$ cat src/rtl/ramp_sequencer.sv
// ramp_sequencer: command-driven controller for an up/down counter with load.
// Loads the counter with a start value, ramps it one step per clock toward a
// target, holds for a programmed number of cycles, then reports completion.
// An abort input stops the counter immediately and returns to idle.
//
// Command handshake: a command transfers on a rising clk edge where
// cmd_valid && cmd_ready are both high; cmd_ready is high only in IDLE, and
// the command fields are sampled on that same edge.
module ramp_sequencer #(
  parameter int WIDTH  = 8,
  parameter int HOLD_W = 8
) (
  input  logic              clk,
  input  logic              reset,
  input  logic              cmd_valid,
  output logic              cmd_ready,
  input  logic [WIDTH-1:0]  cmd_start,
  input  logic [WIDTH-1:0]  cmd_target,
  input  logic [HOLD_W-1:0] cmd_hold,
  input  logic              abort,
  input  logic [WIDTH-1:0]  cnt_out,
  output logic              cnt_load,
  output logic [WIDTH-1:0]  cnt_data,
  output logic              cnt_enable,
  output logic              cnt_up_down,
  output logic              busy,
  output logic              done,
  output logic              aborted,
  output logic [2:0]        state_dbg
);

  typedef enum logic [2:0] {
    S_IDLE = 3'd0,
    S_LOAD = 3'd1,
    S_RAMP = 3'd2,
    S_HOLD = 3'd3,
    S_DONE = 3'd4
  } state_t;

  state_t             state;
  logic [WIDTH-1:0]   target_q;
  logic [HOLD_W-1:0]  hold_q;
  logic [HOLD_W-1:0]  hold_cnt;
  logic               dir_q;

  // Sequencer state, captured command, hold counter and registered strobes.
  always_ff @(posedge clk) begin
    if (!reset) begin
      state    <= S_IDLE;
      target_q <= '0;
      hold_q   <= '0;
      hold_cnt <= '0;
      dir_q    <= 1'b0;
      cnt_data <= '0;
      aborted  <= 1'b0;
    end else begin
      aborted <= 1'b0;
      case (state)
        S_IDLE: begin
          if (cmd_valid) begin
            target_q <= cmd_target;
            hold_q   <= cmd_hold;
            dir_q    <= (cmd_target >= cmd_start);
            cnt_data <= cmd_start;
            state    <= S_LOAD;
          end
        end
        S_LOAD: begin
          // The load strobe is already on the counter this cycle, so an
          // abort here still leaves the counter holding start.
          if (abort) begin
            state   <= S_IDLE;
            aborted <= 1'b1;
          end else begin
            cnt_data <= target_q;
            state    <= S_RAMP;
          end
        end
        S_RAMP: begin
          if (abort) begin
            state   <= S_IDLE;
            aborted <= 1'b1;
          end else if (cnt_out == target_q) begin
            hold_cnt <= hold_q;
            state    <= S_HOLD;
          end
        end
        S_HOLD: begin
          if (abort) begin
            state   <= S_IDLE;
            aborted <= 1'b1;
          end else if (hold_cnt == '0) begin
            state <= S_DONE;
          end else begin
            hold_cnt <= hold_cnt - 1'b1;
          end
        end
        S_DONE: begin
          state <= S_IDLE;
        end
        default: begin
          state <= S_IDLE;
        end
      endcase
    end
  end

  // Step request is combinational from cnt_out so the counter stops exactly
  // on target and never wraps, and abort freezes it in the same cycle.
  always_comb begin
    cnt_enable = (state == S_RAMP) && (cnt_out != target_q) && !abort;
  end

  // Remaining outputs are plain decodes of the registered state.
  always_comb begin
    cmd_ready   = (state == S_IDLE);
    busy        = (state != S_IDLE);
    cnt_load    = (state == S_LOAD);
    cnt_up_down = (state == S_RAMP) && dir_q;
    done        = (state == S_DONE);
    state_dbg   = state;
  end

endmodule

$ cat config.mk
export PLATFORM = sky130hd
export DESIGN_NAME = ramp_sequencer
export DESIGN_NICKNAME = d
export VERILOG_FILES = /design/src/rtl/ramp_sequencer.sv
export SDC_FILE = /design/constraint.sdc
export NUM_CORES = 1
export LEC_CHECK = 0
export CAP_MARGIN = 20
export CORE_UTILIZATION = 40
export CTS_CLUSTER_DIAMETER = 30
export DETAILED_ROUTE_END_ITERATION = 8
export PLACE_DENSITY = 0.68
export SYNTH_ARGS = -nofsm -noshare
export SYNTH_HDL_FRONTEND = slang
export SYNTH_SLANG_ARGS = --single-unit
$ cat constraint.sdc
create_clock -name clk -period 2 [get_ports clk]
set_clock_uncertainty 0.1 [all_clocks]
set_input_delay 0.4 -clock clk [delete_from_list [all_inputs] [get_ports clk]]
set_output_delay 0.4 -clock clk [all_outputs]
set_load 0.1 [all_outputs]
## Word-level counts from Yosys, hierarchy flattened

Cells that the tools add are included.

- Bits in registers: 37
- Input port bits: 36
- Output and inout port bits: 18
- Word-level logic and storage cells: 54

- Add/sub/neg operators: 1
- Magnitude comparators: 1
- Equal/unequal tests: 14
- Multiplexer cells: 16
- Reduce and logical (&&, ||, !) cells: 15

Operators with widths:

| kind | number |
|---|---|
| two-way mux 8 bit | 6 |
| one-hot mux 8 bit (2 select lines) | 2 |
| two-way mux 3 bit | 5 |
| != test 2 bit (second input constant) | 6 |
| one-hot mux 3 bit (4 select lines) | 1 |
| == test 8 bit | 1 |
| greater-or-equal comparator 8 bit | 1 |
| zero test 8 bit | 1 |
| != test 8 bit | 1 |
| subtractor 8 x 1 -> 8 bit (second input constant) | 1 |
| == test 3 x 2 -> 1 bit (second input constant) | 2 |
| != test 3 bit (second input constant) | 2 |
| AND reduction 3 bit | 2 |
| AND reduction 5 bit | 1 |
| AND reduction 2 bit | 2 |
| nonzero test 2 bit | 2 |
| == test 3 x 1 -> 1 bit (second input constant) | 1 |
| == test 3 bit (second input constant) | 1 |
| logical AND 1 bit | 3 |
| zero test 3 bit | 1 |
| nonzero test 3 bit | 1 |
| OR reduction 3 bit | 1 |
| two-way mux 2 bit | 1 |
| zero test 1 bit | 1 |
| two-way mux 1 bit | 1 |

## Depth between registers and ports, before layout

Gate-level depths: netlist of the first run.

- Depth after elaboration: 4
- Depth in mapped cells: 7

## Worst setup path before layout of the first run

No wires, ideal clock.

- Path type: register to output
- From: register state[2], in the netlist state_dbg[2]
- To: output done
- Arrival time: 3.383 ns
- Setup slack: -1.883 ns
- Stages on the path, launching flop included: 2
- Buffers on the path: 0
- Cells stage by stage: dfxtp_1 > nor3b_1

- Cells in the longest elaborated chain, start to end: 1

Ends and longest elaborated chain:

| element | line | text |
|---|---|---|
| start, declared | 40 | `state_t state;` |
| start signal, assigned | 49 | `state <= S_IDLE;` |
| start signal, assigned | 65 | `state <= S_LOAD;` |
| start signal, assigned | 72 | `state <= S_IDLE;` |
| == test 3 bit | 120 | `done = (state == S_DONE);` |
| end, declared | 27 | `output logic done,` |

No other way between the ends.

## Worst setup path after layout of the first run

- From: register target_q[5]
- To: output cnt_enable

- Cells in the longest elaborated chain, start to end: 3

Ends and longest elaborated chain:

| element | line | text |
|---|---|---|
| start, declared | 41 | `logic [WIDTH-1:0] target_q;` |
| start signal, assigned | 61 | `target_q <= cmd_target;` |
| != test 8 bit | 111 | `cnt_enable = (state == S_RAMP) && (cnt_out != target_q) && !abort;` |
| logical AND 1 bit (2 in series) | 111 |  |
| end, declared | 24 | `output logic cnt_enable,` |

No other way between the ends.

==> results of run 1 <==
-- registers in the layout (all words and copies together) (netlist names) --
signal and count:
state_dbg 3, hold_cnt 8, aborted 1, dir_q 1, target_q 8, cnt_data 8
hold_q 8
-- layout by cell type (no fill, tap or decap), drive strengths merged, types with 5 or more instances in the layout --
cell type,instances
inv,13
a21oi,25
buf,34
o21ai,12
clkbuf,5
dfxtp,37
nor2,16
nor4,6
o211ai,5
xor2,8
a211oi,7
clkdlybuf4s50,27
nand2,50
dlygate4sd2,6
ha,10
-- repair_timing --
action                     CTS  global route
gates resized for setup     16             4
pin swaps                    5             3
gates cloned                 0             0
setup endpoints to repair    6             7
buffers inserted             2             2
-- kinds of logic (layout without fill, tap and decap cells) --
group | count (synthesis) | count (layout)
buf+inv | 25 | 90
flops | 37 | 37
xor+xnor | 10 | 10
fa+ha+maj | 10 | 10
simple gates | 98 | 98
compound gates | 69 | 69
mux | 1 | 1
-- through the flow --
step	total power (W)	instances
floorplan	0.00129	250
global placement	0.00152	371
detailed placement	0.00153	371
CTS	0.00205	380
global route	0.00213	382
finish	0.00204	382
-- power groups by stage --
| stage | clock, W | sequential (W) | combinational (W) |
|---|---|---|---|
| 2_1_floorplan | 0 | 0.00101 | 0.000283 |
| 3_3_place_gp | 0 | 0.000847 | 0.000676 |
| 3_5_place_dp | 0 | 0.000848 | 0.000682 |
| 4_1_cts | 0.000533 | 0.000833 | 0.000686 |
| 5_1_grt | 0.000570 | 0.000839 | 0.000724 |
| 6_report | 0.000523 | 0.000833 | 0.000684 |
-- routing by layer --
layer / GRT usage / up-vias / part of all wire
met5: 0 / - / 0
met1: 0.257 / 943 / 0.46
li1: - / 1011 / -
met2: 0.331 / 59 / 0.47
met3: 0.0623 / 10 / 0.054
met4: 0.0812 / 0 / 0.018
-- cell type report --
class                      instances  area [um2]  share of cell area
clock buffer                       5        68.8              0.0226
clock inverter                     3        16.3             0.00535
sequential                        37         756               0.249
multi-input combinational        188        1290               0.426
tap                               67        83.8              0.0276
inverter                          13        61.3              0.0202
timing repair buffer              69         761               0.250
-- worst max-delay path: stages (launching register included) --
cell and delay [ns]:
dfxtp_2 0.34, xor2_1 0.15, nor4_2 0.43, and2_4 0.24
nor2b_4 0.05, buf_12 0.16
-- path summary, 6_finish.rpt --
path,start,to,slack (ns),depth (start not counted)
max,target_q[5]$_SDFFE_PN0P_,cnt_enable,-0.15,5
min,hold_q[3]$_SDFFE_PN0P_,hold_q[3]$_SDFFE_PN0P_,0.36,2
max reg2reg,target_q[6]$_SDFFE_PN0P_,hold_cnt[0]$_SDFFE_PN0P_,0.01,8
min reg2reg,hold_q[3]$_SDFFE_PN0P_,hold_q[3]$_SDFFE_PN0P_,0.36,2
==> parameters.txt, run 1 <==
Parameter                              Value

Outcome
  Status    complete, but fails checks
  Violated checks    setup timing

Floorplanning
  I/O pin count    54
  Die outline height    74.1 um
  Horizontal die dimension    74.1 um
  Initial core utilization    0.429
  Placeable core region    4850 um2
  Cell Rows    25
  Full die area    5490 um2

Layout
  Fraction of layout instances using a drive strength above 1    0.270
  Area of all placed cells without fillers    3040 um2
  Syn-to-layout area delta    46.1%
  Core utilization of the finished layout    0.627
  Final net count    360
  Number of antenna diodes    0
  Total of fill cells in the finished design    433

Logic synthesis
  Number of distinct library cell variants in the gate-level netlist after synthesis    52
  Commonest cells post-synth    48 x nand2_1, 37 x dfxtp_1, 24 x a21oi_1, 14 x nor2_1
  Mean instance size in the synthesized netlist    8.32 um2
  Top area cells in the synthesized netlist    dfxtp_1 36%, nand2_1 8.7%, ha_1 6.0%
  Number of warnings printed during yosys synthesis    0
  Post-Syn Area    2080 um2
  Post-synthesis cell type with the largest combined area    dfxtp_1
  Number of enable-type register cells in the synthesized netlist    0
  Post-Syn Instances    250
  Library cell with the highest instance count after synthesis    nand2_1
  Predominant post-synthesis flop cell    dfxtp_1
  Simple-Gate Fraction of Synth Area    0.253
  Main combinational cell family by area after synthesis    simple AND/OR/NAND/NOR gates
  Net count after synthesis    296
  Number of register bits inferred by synthesis    37
  Fraction of synthesis flops using an asynchronous set or reset pin    0
  Synthesized-area fraction occupied by adder cells    0.0601
  Multiplexer area fraction after synthesis    0.00481
  Xor/xnor share of the synthesized area    0.0421
  Area share of the leading cell type in the synthesized netlist    0.356
  Register area share after synthesis    0.356
  Compound-cell area share of the yosys netlist    0.222

Placed design
  Port Buffer Count    53
  Post-DP HPWL    3850 um
  Pre-CTS worst setup slack    -0.387 ns
  Standard cell area after detailed placement    2900 um2
  Global placer's final weighted congestion    0.845

Global routing
  Number of antenna violations at the first check in global routing    0
  Wire length of the first global-routing pass    8510 um
  Number of global-route vias before repair    1,792
  GR Overflow Total    0
  Global-route total usage across every layer    0.206
  Maximum number of pins on one net before global-route repair    18

Routing
  Number of DRC violations after detailed-routing iteration 0    120
  Detail-routed net length per standard cell    13.6 um
  Detailed-routing iteration count for the pre-antenna-repair pass    5
  WL final    5210 um
  Detail Route Antenna Nets    0
  Total via count in the routed design    2,023
  DRC Markers    0
  Ratio of routed vias to standard cells    5.30

Timing
  Post-route clock period utilization    1.08
  Unrepaired setup endpoints after global routing    yes
  Sum of negative setup slack    -0.154 ns
  Worst setup slack after layout    -0.154 ns
  Number of failing setup endpoints in the final timing report    1
  Max Clock Freq    0.464 GHz
  Tightest hold margin    0.358 ns
  Final hold violation count    0
  Final-report max-slew violation count    0
  Final Critical Period    2.15 ns
  Worst Max-Slew Pin Slew    0.646 ns
  Headroom to the max-slew limit    0.569

Clock network
  Number of CTS-inserted buffers    5
  Maximum root-to-sink buffer count    2
  Clock latency of the later-clocked register in the worst-skew pair    0.29 ns
  Number of levels the H-tree was split into    2
  TritonCTS clock tree    built
  Root cell of the clock tree    clkbuf_8
  Clock sink count    37
  Hold-fix buffers, CTS    0
  Clock edge transition at the registers on the reported setup and hold paths    0.08 ns

Worst hold path
  Path category of the worst min-delay check    flop to flop

Worst setup path
  Worst setup path category    flop to output port
  Required time reported for the critical path endpoint    1.50 ns
  Kind of start point of the critical path    flop
  Crit path max fanout    3
  Worst endpoint data arrival time    1.65 ns
  Worst Setup End Kind    output port

Power
  Share of power burned in combinational logic    0.335
  Switching power    0.000752 W
  Switching share of total power    0.369
  Power share of the clock group    0.256
  Power per standard cell area    671 nW/um2
  Internal Dissipation    0.00129 W
  Static leakage    1.26 nW
  Worst vdd rail ir drop    0.480 mV
  Share of total power in sequential cells    0.408

Flow run
  Number of violations of the max-capacitance limit    0
Power figures use the tool's default switching activity.
==> run 2, diff against run 1 <==
- GPL_TIMING_DRIVEN: unset -> 0
- SLEW_MARGIN: unset -> 5
==> parameters.txt, run 2 (synthesized netlist as in run 1, its figures left out) <==
Parameter                              Value

Floorplanning
  I/O pin count    54
  Initial core utilization    0.429
  Horizontal die dimension    74.1 um
  Full die area    5490 um2
  Die outline height    74.1 um
  Cell Rows    25
  Placeable core region    4850 um2

Routing
  Ratio of routed vias to standard cells    5.32
  Detailed-routing iteration count for the pre-antenna-repair pass    4
  WL final    5580 um
  Number of DRC violations after detailed-routing iteration 0    122
  Detail Route Antenna Nets    0
  DRC Markers    0
  Detail-routed net length per standard cell    14.6 um
  Total via count in the routed design    2,033

Placed design
  Global placer's final weighted congestion    0.911
  Port Buffer Count    52
  Number of cells in the design after placement    369
  Pre-CTS worst setup slack    -1.29 ns
  Post-DP HPWL    3980 um

Timing
  Post-route clock period utilization    1.05
  Worst setup slack after layout    -0.104 ns
  Unrepaired setup endpoints after global routing    yes
  Worst Max-Slew Pin Slew    0.962 ns
  Final-report max-slew violation count    0
  Number of failing setup endpoints in the final timing report    1
  Final Critical Period    2.10 ns
  Headroom to the max-slew limit    0.361
  Max Clock Freq    0.475 GHz
  Final hold violation count    0

Layout
  Most frequent cells in the layout    39 x nand2_1, 30 x dfxtp_1, 25 x clkdlybuf4s50_1
  Number of antenna diodes    0
  Final net count    361
  Non-filler cells, final    382
  Fraction of layout instances using a drive strength above 1    0.235
  Most frequent standard cell in the layout excluding fill and tap cells    nand2_1
  Syn-to-layout area delta    40.3%

Worst setup path
  Worst r2r src    hold_cnt[0]$_SDFFE_PN0P_
  Worst setup path category    flop to output port
  Required time reported for the critical path endpoint    1.50 ns
  Master of the slowest instance on the critical path    nor4_2
  Worst Reg-to-Reg Cells    7
  Crit path max fanout    3
  Destination of the worst register-to-register timing path    hold_cnt[2]$_SDFFE_PN0P_
  CP cell instances    xor2_1 > nor4_2 > and2_4 > nor2b_4 > buf_12
  Buffers and inverters on the worst path    1
  Kind of start point of the critical path    flop
  Worst setup slack for register-to-register paths    0.14 ns
  Worst Setup End Kind    output port
  Worst endpoint data arrival time    1.60 ns
  Cell class contributing the biggest share of worst-path delay    simple AND/OR/NAND/NOR gates
  Maximum single-stage delay on the critical path    0.38 ns

Power
  Switching share of total power    0.366
  Power per standard cell area    687 nW/um2
  Power share of the clock group    0.266
  Share of total power in sequential cells    0.412
  Share of power burned in combinational logic    0.322
  Worst vdd rail ir drop    0.370 mV
  Switching power    0.000734 W
  Static leakage    1.21 nW
  Internal Dissipation    0.00127 W

Clock network
  Clock sink count    37
  TritonCTS clock tree    built
  Root cell of the clock tree    clkbuf_8
  Number of levels the H-tree was split into    2
  Maximum root-to-sink buffer count    2
  Clock edge transition at the registers on the reported setup and hold paths    0.07 ns
  Number of CTS-inserted buffers    5
  Clock latency of the later-clocked register in the worst-skew pair    0.29 ns
  Hold-fix buffers, CTS    0

Global routing
  Wire length of the first global-routing pass    8880 um
  Maximum number of pins on one net before global-route repair    11
  GR Overflow Total    0
  Number of global-route vias before repair    1,898
  Number of antenna violations at the first check in global routing    0
  Global-route total usage across every layer    0.216

Flow run
  Number of violations of the max-capacitance limit    0

Worst hold path
  Path category of the worst min-delay check    flop to flop
  Hold endpoint    hold_q[1]$_SDFFE_PN0P_
  Startpoint of the tightest hold check path    hold_q[1]$_SDFFE_PN0P_
  Worst hold path stage count    2

Outcome
  Status    complete, but fails checks
  Violated checks    setup timing
[run 2: cell count changes in the layout (fill, tap and decap cells not counted), sizes merged, moves of 2 or more]
cell / change
clkinv: -2
dlygate4sd2: +5
clkdlybuf4s18: +2
clkdlybuf4s15: +5
clkbuf: +10
buf: -17
clkdlybuf4s50: -2
[run 2: how the worst max path moves through the flow]
stage,end,slack [ns],from,cells past startpoint
2_1_floorplan,cnt_up_down,-0.35,state_dbg[1]$_SDFFE_PN0P_,2
3_3_place_gp,cnt_enable,-1.29,cnt_out[5],6
3_5_place_dp,cnt_enable,-1.29,cnt_out[5],6
4_1_cts,cnt_enable,-0.07,target_q[2]$_SDFFE_PN0P_,6
5_1_grt,cnt_enable,-0.17,target_q[2]$_SDFFE_PN0P_,6
6_report,cnt_enable,-0.10,target_q[1]$_SDFFE_PN0P_,5
[run 2: tightest hold or removal path, delay by kind of cell, from the launching register on]
| kind | cells | cell delay (ns) |
|---|---|---|
| AO/OA/AOI/OAI | 1 | 0.05 |
| flip-flops | 1 | 0.31 |
| AND/OR/NAND/NOR | 1 | 0.05 |
[run 2: final cells by class]
type                            count  area [um2]
Fill cell                         454        1930
Inverter                           13        61.3
Timing Repair Buffer               58         552
Clock buffer                        7        86.3
Buffer                             12        86.3
Sequential cell                    37         757
Tap cell                           67        83.8
Multi-Input combinational cell    188        1290
[run 2: power groups by stage]
stage,clock (W),combinational [W],sequential [W]
global route,0.000560,0.000687,0.000831
CTS,0.000536,0.000644,0.000826
floorplan,0,0.000283,0.00101
detailed placement,0,0.000646,0.000841
global placement,0,0.000644,0.000841
finish,0.000533,0.000646,0.000828
[run 2: stage by stage]
| step | hold WS, ns | utilization | total power (W) | setup TNS, ns | instance area, um2 |
|---|---|---|---|---|---|
| global route | 0.394 | 0.602 | 0.00208 | -0.168 | 2920 |
| detailed placement | 0.351 | 0.569 | 0.00149 | -6.39 | 2760 |
| CTS | 0.361 | 0.601 | 0.00201 | -0.0716 | 2910 |
| global placement | 0.347 | 0.569 | 0.00148 | -6.30 | 2760 |
| floorplan | 0.337 | - | 0.00129 | -0.478 | 2160 |
| finish | 0.360 | 0.602 | 0.00201 | -0.104 | 2920 |
[run 2: metal layers]
metal  wire, um  share of wire  GRT usage
met1       2540           0.45      0.274
met2       2620           0.47      0.365
met3        314          0.056     0.0393
met4        114          0.020     0.0855
met5          0              0          0
[run 2: timing repair]
item | 4_1_cts | 5_1_grt
pin swaps | 5 | 0
buffers inserted | 5 | 1
endpoints found under the setup margin | 25 | 13
gates resized for setup | 73 | 12
==> run 3, diff against run 2 <==
- GPL_TIMING_DRIVEN: 0 -> unset
- SETUP_SLACK_MARGIN: unset -> 0.02
==> parameters.txt, run 3 (synthesized netlist as in run 1, its figures left out) <==
Parameter                              Value

Floorplanning
  I/O pin count    54
  Horizontal die dimension    74.1 um
  Placeable core region    4850 um2
  Die outline height    74.1 um
  Initial core utilization    0.429
  Full die area    5490 um2
  Cell Rows    25

Global routing
  Global-route total usage across every layer    0.207
  GR Overflow Total    0
  Maximum number of pins on one net before global-route repair    18
  Number of global-route vias before repair    1,858
  Number of antenna violations at the first check in global routing    0
  Wire length of the first global-routing pass    8580 um

Worst setup path
  Master of the slowest instance on the critical path    dfxtp_1
  Kind of start point of the critical path    flop
  Crit path max fanout    3
  Cell class contributing the biggest share of worst-path delay    simple AND/OR/NAND/NOR gates
  Destination of the worst register-to-register timing path    hold_cnt[2]$_SDFFE_PN0P_
  Worst Setup End Kind    output port
  Buffers and inverters on the worst path    2
  Worst setup slack for register-to-register paths    0.17 ns
  Launch point of the worst path    target_q[5]$_SDFFE_PN0P_
  Worst endpoint data arrival time    1.63 ns
  Worst Reg-to-Reg Cells    7
  Worst setup path category    flop to output port
  CP cell instances    xor2_1 > nor4_2 > buf_4 > and2_4 > nor2b_4 > buf_12
  Maximum single-stage delay on the critical path    0.35 ns
  Worst r2r src    hold_cnt[1]$_SDFFE_PN0P_
  Required time reported for the critical path endpoint    1.50 ns

Power
  Share of power burned in combinational logic    0.311
  Switching power    0.000768 W
  Power share of the clock group    0.323
  Power per standard cell area    734 nW/um2
  Static leakage    1.29 nW
  Worst vdd rail ir drop    0.416 mV
  Switching share of total power    0.336
  Share of total power in sequential cells    0.367
  Internal Dissipation    0.00152 W

Routing
  Number of DRC violations after detailed-routing iteration 0    104
  WL final    5120 um
  Detailed-routing iteration count for the pre-antenna-repair pass    4
  Ratio of routed vias to standard cells    5.15
  Total via count in the routed design    1,962
  DRC Markers    0
  Detail-routed net length per standard cell    13.4 um
  Detail Route Antenna Nets    0

Placed design
  Post-DP HPWL    3740 um
  Number of cells in the design after placement    372
  Port Buffer Count    53
  Pre-CTS worst setup slack    -0.364 ns
  Global placer's final weighted congestion    0.826
  Standard cell area after detailed placement    2970 um2

Clock network
  Maximum root-to-sink buffer count    2
  Root cell of the clock tree    clkbuf_8
  Clock sink count    37
  Clock edge transition at the registers on the reported setup and hold paths    0.08 ns
  Clock latency of the later-clocked register in the worst-skew pair    0.29 ns
  TritonCTS clock tree    built
  Number of levels the H-tree was split into    2
  Number of CTS-inserted buffers    5
  Hold-fix buffers, CTS    0

Outcome
  Violated checks    setup timing
  Status    complete, but fails checks

Layout
  Number of antenna diodes    0
  Most frequent standard cell in the layout excluding fill and tap cells    nand2_1
  Syn-to-layout area delta    49.7%
  Core utilization of the finished layout    0.643
  Non-filler cells, final    381
  Fraction of layout instances using a drive strength above 1    0.258
  Most frequent cells in the layout    39 x nand2_1, 30 x dfxtp_1, 27 x clkdlybuf4s50_1
  Multi-input gate area in the final layout    1280 um2
  Total of fill cells in the finished design    414
  Sequential cell area    757 um2
  Area of all placed cells without fillers    3120 um2
  Final net count    359

Timing
  Max Clock Freq    0.470 GHz
  Worst Max-Slew Pin Slew    0.619 ns
  Headroom to the max-slew limit    0.587
  Final hold violation count    0
  Worst setup slack after layout    -0.127 ns
  Post-route clock period utilization    1.06
  Number of failing setup endpoints in the final timing report    1
  Unrepaired setup endpoints after global routing    yes
  Final-report max-slew violation count    0
  Tightest hold margin    0.360 ns
  Final Critical Period    2.13 ns

Worst hold path
  Startpoint of the tightest hold check path    hold_q[3]$_SDFFE_PN0P_
  Worst hold path stage count    2
  Path category of the worst min-delay check    flop to flop
  Hold endpoint    hold_q[3]$_SDFFE_PN0P_

Flow run
  Number of violations of the max-capacitance limit    0
-- run 3: cell count changes in the layout (fill, tap and decap cells not counted), sizes merged --
| cell | previous run | this run |
|---|---|---|
| buf | 17 | 33 |
| clkdlybuf4s50 | 25 | 27 |
| clkdlybuf4s15 | 7 | 1 |
| clkinv | 1 | 2 |
| bufinv | 0 | 1 |
| clkdlybuf4s18 | 2 | 0 |
| dlygate4sd2 | 11 | 7 |
| clkbuf | 15 | 6 |
-- run 3: metrics by stage --
| stage | power [W] | setup TNS (ns) |
|---|---|---|
| finish | 0.00229 | -0.127 |
| global route | 0.00238 | -0.212 |
| CTS | 0.00229 | -0.151 |
| detailed placement | 0.00157 | -2.71 |
| global placement | 0.00156 | -2.61 |
| floorplan | 0.00129 | -0.566 |
-- run 3: power groups by stage --
stage	combinational, W	clock [W]	sequential [W]
floorplan	0.000287	0	0.00101
global placement	0.000708	0	0.000853
detailed placement	0.000712	0	0.000853
CTS	0.000709	0.000743	0.000838
global route	0.000752	0.000780	0.000845
finish	0.000710	0.000737	0.000838
-- run 3: worst max-delay path by stage --
stage,to,slack [ns],cells past startpoint
2_1_floorplan,cnt_up_down,-0.35,2
3_3_place_gp,cnt_enable,-0.32,7
3_5_place_dp,cnt_enable,-0.36,7
4_1_cts,cnt_enable,-0.15,5
5_1_grt,cnt_enable,-0.21,6
6_report,cnt_enable,-0.13,6
-- run 3: routing by layer --
metal  track usage  wire length, um  part of all wire
met1         0.281             2440              0.48
met2         0.318             2420              0.47
met3        0.0542              229             0.045
met4        0.0684               40            0.0078
met5             0                0                 0
-- run 3: worst reg2reg max path, cell delays in order, from the launching register on --
cell       delay (ns)
dfxtp_1          0.32
inv_1            0.10
ha_1             0.17
nor3b_1          0.37
a211o_2          0.31
nand2_1          0.08
a2bb2oi_1        0.13
a31oi_1          0.18
-- run 3: cell type report --
class | count | share of cell area
timing repair buffer | 68 | 0.259
clock inverter | 2 | 0.0112
multi-input combinational | 188 | 0.410
clock buffer | 6 | 0.0301
inverter | 13 | 0.0197
tap | 67 | 0.0269
sequential | 37 | 0.243
-- run 3: timing repair --
| action | CTS | global route |
|---|---|---|
| buffers inserted | 0 | 2 |
| pin swaps | 5 | 3 |
| gates resized for setup | 13 | 4 |
| endpoints found under the setup margin | 3 | 5 |
